## config.mk

```make
export PLATFORM = sky130hd
export DESIGN_NAME = csr_trap_unit
export DESIGN_NICKNAME = d
export VERILOG_FILES = /design/src/rtl/csr_trap_unit.sv
export SDC_FILE = /design/constraint.sdc
export NUM_CORES = 1
export LEC_CHECK = 0
export ABC_CLOCK_PERIOD_IN_PS = 4080
export CAP_MARGIN = 30
export CORE_AREA = 2 2 128 130
export CTS_BUF_LIST = sky130_fd_sc_hd__clkbuf_8 sky130_fd_sc_hd__clkbuf_16
export CTS_CLUSTER_DIAMETER = 80
export DETAILED_ROUTE_END_ITERATION = 10
export DIE_AREA = 0 0 130 132
export GPL_TIMING_DRIVEN = 0
export PLACE_DENSITY = 0.83
export SYNTH_ARGS = -nofsm -noshare
export SYNTH_HDL_FRONTEND = slang
export SYNTH_SLANG_ARGS = --single-unit
```

## constraint.sdc

```tcl
create_clock -name clk -period 4.08 [get_ports clk]
set_input_delay 1.224 -clock clk [delete_from_list [all_inputs] [get_ports clk]]
set_output_delay 1.224 -clock clk [all_outputs]
set_load 0.05 [all_outputs]
```

## src/rtl/csr_trap_unit.sv

```systemverilog
`default_nettype none
// +----------------------------------------------------------------------------+
// | Module      : csr_trap_unit                                                |
// | Description : Machine-mode CSR file (mstatus, mie, mtvec, mepc, mcause,    |
// |               mip) with exception, interrupt and mret handling. Produces a |
// |               registered one-cycle redirect pulse and target PC.           |
// | Revision    : 1.0 - initial release                                        |
// +----------------------------------------------------------------------------+
module csr_trap_unit #(
    parameter int XLEN     = 32,
    parameter int NUM_IRQ  = 4,
    parameter int VECTORED = 1
) (
    input  logic               clk,
    input  logic               rst,
    input  logic               inst_valid,
    input  logic [XLEN-1:0]    pc,
    input  logic [1:0]         csr_op,
    input  logic [11:0]        csr_addr,
    input  logic [XLEN-1:0]    csr_wdata,
    input  logic               ecall,
    input  logic               mret,
    input  logic               illegal,
    input  logic [NUM_IRQ-1:0] irq,
    output logic [XLEN-1:0]    csr_rdata,
    output logic               trap_taken,
    output logic [XLEN-1:0]    trap_pc
);

    localparam logic [11:0] c_ADDR_MSTATUS = 12'h300;
    localparam logic [11:0] c_ADDR_MIE     = 12'h304;
    localparam logic [11:0] c_ADDR_MTVEC   = 12'h305;
    localparam logic [11:0] c_ADDR_MEPC    = 12'h341;
    localparam logic [11:0] c_ADDR_MCAUSE  = 12'h342;
    localparam logic [11:0] c_ADDR_MIP     = 12'h344;

    localparam logic [1:0] c_OP_NONE = 2'b00;
    localparam logic [1:0] c_OP_RW   = 2'b01;
    localparam logic [1:0] c_OP_RS   = 2'b10;
    localparam logic [1:0] c_OP_RC   = 2'b11;

    localparam logic [XLEN-1:0] c_CAUSE_ILLEGAL = XLEN'(2);
    localparam logic [XLEN-1:0] c_CAUSE_ECALL   = XLEN'(11);

    localparam logic [0:0] c_ST_RUN      = 1'b0;
    localparam logic [0:0] c_ST_REDIRECT = 1'b1;

    // Architectural state
    logic [0:0]         r_state;
    logic [0:0]         w_state_next;
    logic               r_mstatus_mie;
    logic               r_mstatus_mpie;
    logic [NUM_IRQ-1:0] r_mie;
    logic [XLEN-1:2]    r_mtvec_base;
    logic               r_mtvec_mode;
    logic [XLEN-1:2]    r_mepc;
    logic [XLEN-1:0]    r_mcause;
    logic [NUM_IRQ-1:0] r_mip;
    logic [XLEN-1:0]    r_trap_pc;

    // Decode and datapath wires
    logic [XLEN-1:0]    w_rdata;
    logic               w_addr_known;
    logic [XLEN-1:0]    w_csr_new;
    logic [NUM_IRQ-1:0] w_irq_active;
    logic [3:0]         w_irq_idx;
    logic               w_irq_pending;
    logic               w_commit;
    logic               w_csr_access;
    logic               w_csr_illegal;
    logic               w_exc;
    logic               w_take_trap;
    logic               w_take_mret;
    logic               w_accept;
    logic               w_csr_we;
    logic               w_vec_mode;
    logic [XLEN-1:0]    w_cause;
    logic [XLEN-1:0]    w_target;
    logic               w_unused_ok;

    // Combinational CSR read mux; also flags whether the address exists
    always_comb begin
        w_rdata      = '0;
        w_addr_known = 1'b1;
        case (csr_addr)
            c_ADDR_MSTATUS: begin
                w_rdata[3] = r_mstatus_mie;
                w_rdata[7] = r_mstatus_mpie;
            end
            c_ADDR_MIE:    w_rdata[NUM_IRQ-1:0] = r_mie;
            c_ADDR_MTVEC:  w_rdata = {r_mtvec_base, 1'b0, r_mtvec_mode};
            c_ADDR_MEPC:   w_rdata = {r_mepc, 2'b00};
            c_ADDR_MCAUSE: w_rdata = r_mcause;
            c_ADDR_MIP:    w_rdata[NUM_IRQ-1:0] = r_mip;
            default:       w_addr_known = 1'b0;
        endcase
    end

    assign csr_rdata = w_rdata;

    // New CSR value from the read-modify-write operation
    always_comb begin
        w_csr_new = w_rdata;
        case (csr_op)
            c_OP_RW: w_csr_new = csr_wdata;
            c_OP_RS: w_csr_new = w_rdata | csr_wdata;
            c_OP_RC: w_csr_new = w_rdata & ~csr_wdata;
            default: w_csr_new = w_rdata;
        endcase
    end

    // Lowest-index enabled pending interrupt wins (descending loop, last hit kept)
    assign w_irq_active = r_mip & r_mie;
    always_comb begin
        w_irq_idx = 4'd0;
        for (int i = NUM_IRQ - 1; i >= 0; i--) begin
            if (w_irq_active[i]) w_irq_idx = i[3:0];
        end
    end
    assign w_irq_pending = r_mstatus_mie && (|w_irq_active);

    // Event acceptance with priority illegal > ecall > mret > interrupt
    assign w_commit      = (r_state == c_ST_RUN) && inst_valid;
    assign w_csr_access  = (csr_op != c_OP_NONE);
    assign w_csr_illegal = w_csr_access && (!w_addr_known || (csr_addr == c_ADDR_MIP));
    assign w_exc         = illegal || w_csr_illegal || ecall;
    assign w_take_trap   = w_commit && (w_exc || (!mret && w_irq_pending));
    assign w_take_mret   = w_commit && !w_exc && mret;
    assign w_accept      = w_take_trap || w_take_mret;
    assign w_csr_we      = w_commit && w_csr_access && !w_accept;
    assign w_vec_mode    = (VECTORED != 0) && r_mtvec_mode;

    // Trap cause and redirect target selection
    always_comb begin
        w_cause  = {1'b1, {(XLEN-6){1'b0}}, 1'b1, w_irq_idx};
        w_target = {r_mtvec_base, 2'b00};
        if (illegal || w_csr_illegal) begin
            w_cause = c_CAUSE_ILLEGAL;
        end else if (ecall) begin
            w_cause = c_CAUSE_ECALL;
        end
        if (w_take_mret) begin
            w_target = {r_mepc, 2'b00};
        end else if (!w_exc && w_vec_mode) begin
            w_target = {r_mtvec_base, 2'b00} + {{(XLEN-7){1'b0}}, 1'b1, w_irq_idx, 2'b00};
        end
    end

    // Redirect FSM state register
    always_ff @(posedge clk) begin
        if (rst) r_state <= c_ST_RUN;
        else     r_state <= w_state_next;
    end

    // Redirect FSM next state: one REDIRECT cycle per accepted event
    always_comb begin
        w_state_next = r_state;
        case (r_state)
            c_ST_RUN:      if (w_accept) w_state_next = c_ST_REDIRECT;
            c_ST_REDIRECT: w_state_next = c_ST_RUN;
            default:       w_state_next = c_ST_RUN;
        endcase
    end

    // Redirect target captured alongside the transition into REDIRECT
    always_ff @(posedge clk) begin
        if (rst)           r_trap_pc <= '0;
        else if (w_accept) r_trap_pc <= w_target;
    end

    assign trap_taken = (r_state == c_ST_REDIRECT);
    assign trap_pc    = r_trap_pc;

    // CSR update: interrupt sampling, trap entry, mret, then ordinary writes
    always_ff @(posedge clk) begin
        if (rst) begin
            r_mstatus_mie  <= 1'b0;
            r_mstatus_mpie <= 1'b0;
            r_mie          <= '0;
            r_mtvec_base   <= '0;
            r_mtvec_mode   <= 1'b0;
            r_mepc         <= '0;
            r_mcause       <= '0;
            r_mip          <= '0;
        end else begin
            r_mip <= irq;
            if (w_take_trap) begin
                r_mepc         <= pc[XLEN-1:2];
                r_mcause       <= w_cause;
                r_mstatus_mpie <= r_mstatus_mie;
                r_mstatus_mie  <= 1'b0;
            end else if (w_take_mret) begin
                r_mstatus_mie  <= r_mstatus_mpie;
                r_mstatus_mpie <= 1'b1;
            end else if (w_csr_we) begin
                case (csr_addr)
                    c_ADDR_MSTATUS: begin
                        r_mstatus_mie  <= w_csr_new[3];
                        r_mstatus_mpie <= w_csr_new[7];
                    end
                    c_ADDR_MIE: r_mie <= w_csr_new[NUM_IRQ-1:0];
                    c_ADDR_MTVEC: begin
                        r_mtvec_base <= w_csr_new[XLEN-1:2];
                        r_mtvec_mode <= (VECTORED != 0) ? w_csr_new[0] : 1'b0;
                    end
                    c_ADDR_MEPC:   r_mepc   <= w_csr_new[XLEN-1:2];
                    c_ADDR_MCAUSE: r_mcause <= w_csr_new;
                    default: ;
                endcase
            end
        end
    end

    // PC alignment bits are never stored
    assign w_unused_ok = &{1'b0, pc[1:0]};

endmodule
`default_nettype wire

```

==> results.toml <==
[clock_network]
cts_max_path_buffers = 2
cts.sinks = 134
cts_root_buf = "clkbuf_16"
clkLatencyLatePin_ns = 0.44
clk_pin_slew_ns = 0.06
hold_buffers = 0
h-tree-depth = 4
cts_buffers = 17
cts_tree = "built"

[power]
leakage_nw = 3.816
finalPower_mw = 3.384
peakVddDrop_mv = 0.3152
p_per_area_mw_per_mm2 = 308.9

[worst_setup_path]
critPathLaunchType = "input pin"
worst_ep_required_time_ns = 2.86
endpoint_kind = "output port"
path_max_fanout = 10
r2r_cells = 12
crit_arrival_ns = 2.84
critPathKind = "in2out"

[routing]
post_drt_wl_per_cell_um = 22.04
vias_per_cell = 6.404
drc = 0
num_vias = 9171
wirelength_mm = 31.56
dr.pass1.iters = 6
drtIter0Drc = 1504
final_antenna_net_count = 0

[yosys]
ys_ff_latch = 134
synth_top_family_by_area = "simple AND/OR/NAND/NOR gates"
synth.avg_cell_area_um2 = 7.914
yosys.area_share.simple = 0.2992
synth-edff-count = 0
ys_warn_count = 0
synthMuxAreaShare = 0.01515
synth-async-reset-ratio = 0
syn_inst = 1033
ys_types = 58
synth-main-ff-cell = "dfxtp_1"
ys_seq_area_frac = 0.3281
synth_compound_area_frac = 0.2325
synthAdderAreaFrac = 0.005510
synth_area_mm2 = 0.008175
synth_xor_area_frac = 0.06321

[floorplan]
core-area_mm2 = 0.01571
fp-row-count = 46
initial_core_util = 0.5203
dieArea_mm2 = 0.01716
die_w_um = 130
io_pins = 153
die_y_um = 132

[timing]
worst_slack_ns = 0.01536
min_period_ns = 4.065
skew_ns = 0.009315
fmax_ghz = 0.2460
finalHoldViolations = 0
finalSetupViolCount = 0
period_share = 0.9962
fin_setup_tns_ns = 0
finalMaxSlewViolations = 0
grt_setup_unrepaired = "yes"
worst_pin_slew_ns = 0.8745
slew_headroom = 0.4148

[finish]
fin_nets = 1295
area_delta_synth_final_pct = 34.02
fin_area_mm2 = 0.01096
drive_gt1_frac = 0.1563
fin_util = 0.6973
num_antenna_cells = 0

[grt]
grt_util_all_layers = 0.3673
gr-usage-met3 = 0.1063
grt_first_pass_wirelength_mm = 48.04
grt_max_degree = 17
grt_overflow_total = 0
grt-busiest-layer = "met2"
antenna_found_initial = 0
use_met2 = 0.5518
use_met1 = 0.5023
grt_pass1_vias = 8565

[flow_run]
maxCapViolations = 0

[hold_path]
hp-class = "reg2reg"
min_path_cells = 2

[place]
dp_hpwl_mm = 23.34
placed_cell_area_mm2 = 0.009883
place_ws_ns = -1.437
port_buffers = 143
gp_congestion = 1.008

[run_status]
outcome = "finished clean"
## report_power, final
| part | internal (mW) | switching [mW] | total, mW |
|---|---|---|---|
| clock | 0.933 | 0.589 | 1.52 |
| sequential | 1.34 | 0.0339 | 1.38 |
| combinational | 0.196 | 0.290 | 0.486 |
| total | 2.47 | 0.913 | 3.38 |
## state kept, by name (all words and copies together) (netlist names)
signal          cells
r_mcause           32
r_mepc             30
r_mtvec_base       30
trap_pc            30
r_mie               4
r_mip               4
r_mstatus_mie       1
r_mstatus_mpie      1
r_mtvec_mode        1
trap_taken          1
## timing repair
| action | 4_1_cts | 5_1_grt |
|---|---|---|
| resized for setup | 316 | 12 |
| endpoints found under the hold margin | 0 | 0 |
| pin swaps | 24 | 6 |
| gates cloned | 3 | 0 |
| setup buffers | 5 | 1 |
| setup endpoints to repair | 32 | 31 |
## synth_stat cells, drive strengths merged, types with 33 or more instances
cell	n	area, um2
a21oi	96	518.0
a32oi	34	297.8
and2	33	206.5
and3	36	225.2
clkbuf	65	244.0
dfxtp	134	2683
nand2	170	665.6
nand3	44	220.2
nand3b	60	450.4
o21ai	34	170.2
xnor2	39	341.6
## per-stage QoR
step                hold slack [ns]  cells
floorplan                    0.4274   1034
global route                 0.4643   1432
global placement             0.4331   1393
CTS                          0.4466   1431
finish                       0.4448   1432
detailed placement           0.4407   1393
## final timing paths
check	slack, ns	end	start
max	0.02	csr_rdata[11]	csr_addr[11]
min	0.44	r_mcause[30]	r_mcause[30]
max reg2reg	0.91	trap_pc[22]	r_mie[2]
min reg2reg	0.44	r_mcause[30]	r_mcause[30]
## final cells by class
| type | instances | area, um2 |
|---|---|---|
| multi-input cells | 800 | 5301 |
| fillers | 1270 | 4756 |
| flip-flops and latches | 134 | 2683 |
| repair buffers | 152 | 1530 |
| plain buffers | 93 | 571.8 |
| clock buffers | 20 | 466.7 |
| well taps | 216 | 270.3 |
| clock inverters | 11 | 111.4 |
| inverters | 6 | 22.52 |
## kinds of logic (layout without fill, tap and decap cells)
kind of cell | after synthesis | count (layout)
simple gates | 443 | 443
compound gates | 281 | 281
flops | 134 | 134
buf+inv | 100 | 282
xor+xnor | 59 | 59
mux | 12 | 12
fa+ha+maj | 3 | 3
other cells | 1 | 2
## placed cells by master, fill, tap and decap left out, types with 28 or more instances in the layout
| cell type | n |
|---|---|
| clkbuf_1 | 49 |
| nand2_1 | 159 |
| and2_1 | 33 |
| a22oi_1 | 29 |
| buf_6 | 35 |
| a21oi_1 | 58 |
| o21ai_0 | 31 |
| and3_1 | 35 |
| a32oi_1 | 34 |
| xnor2_1 | 39 |
| a2bb2oi_1 | 28 |
| clkdlybuf4s50_1 | 105 |
| nand3b_1 | 60 |
| nand3_1 | 44 |
| o21a_1 | 29 |
| dfxtp_1 | 134 |
## routing by layer
layer	part of all wire	vias to the layer above
li1	-	4084
met1	0.40	4313
met5	0	-
met4	0.031	0
met2	0.44	681
met3	0.13	93
## critical path, stage by stage
cell and delay, ns:
clkdlybuf4s50_1 0.42, nand4bb_4 0.28, nor2_4 0.28, clkbuf_8 0.24, o21a_1 0.21, buf_6 0.18
(Power assumes the default switching activity.)
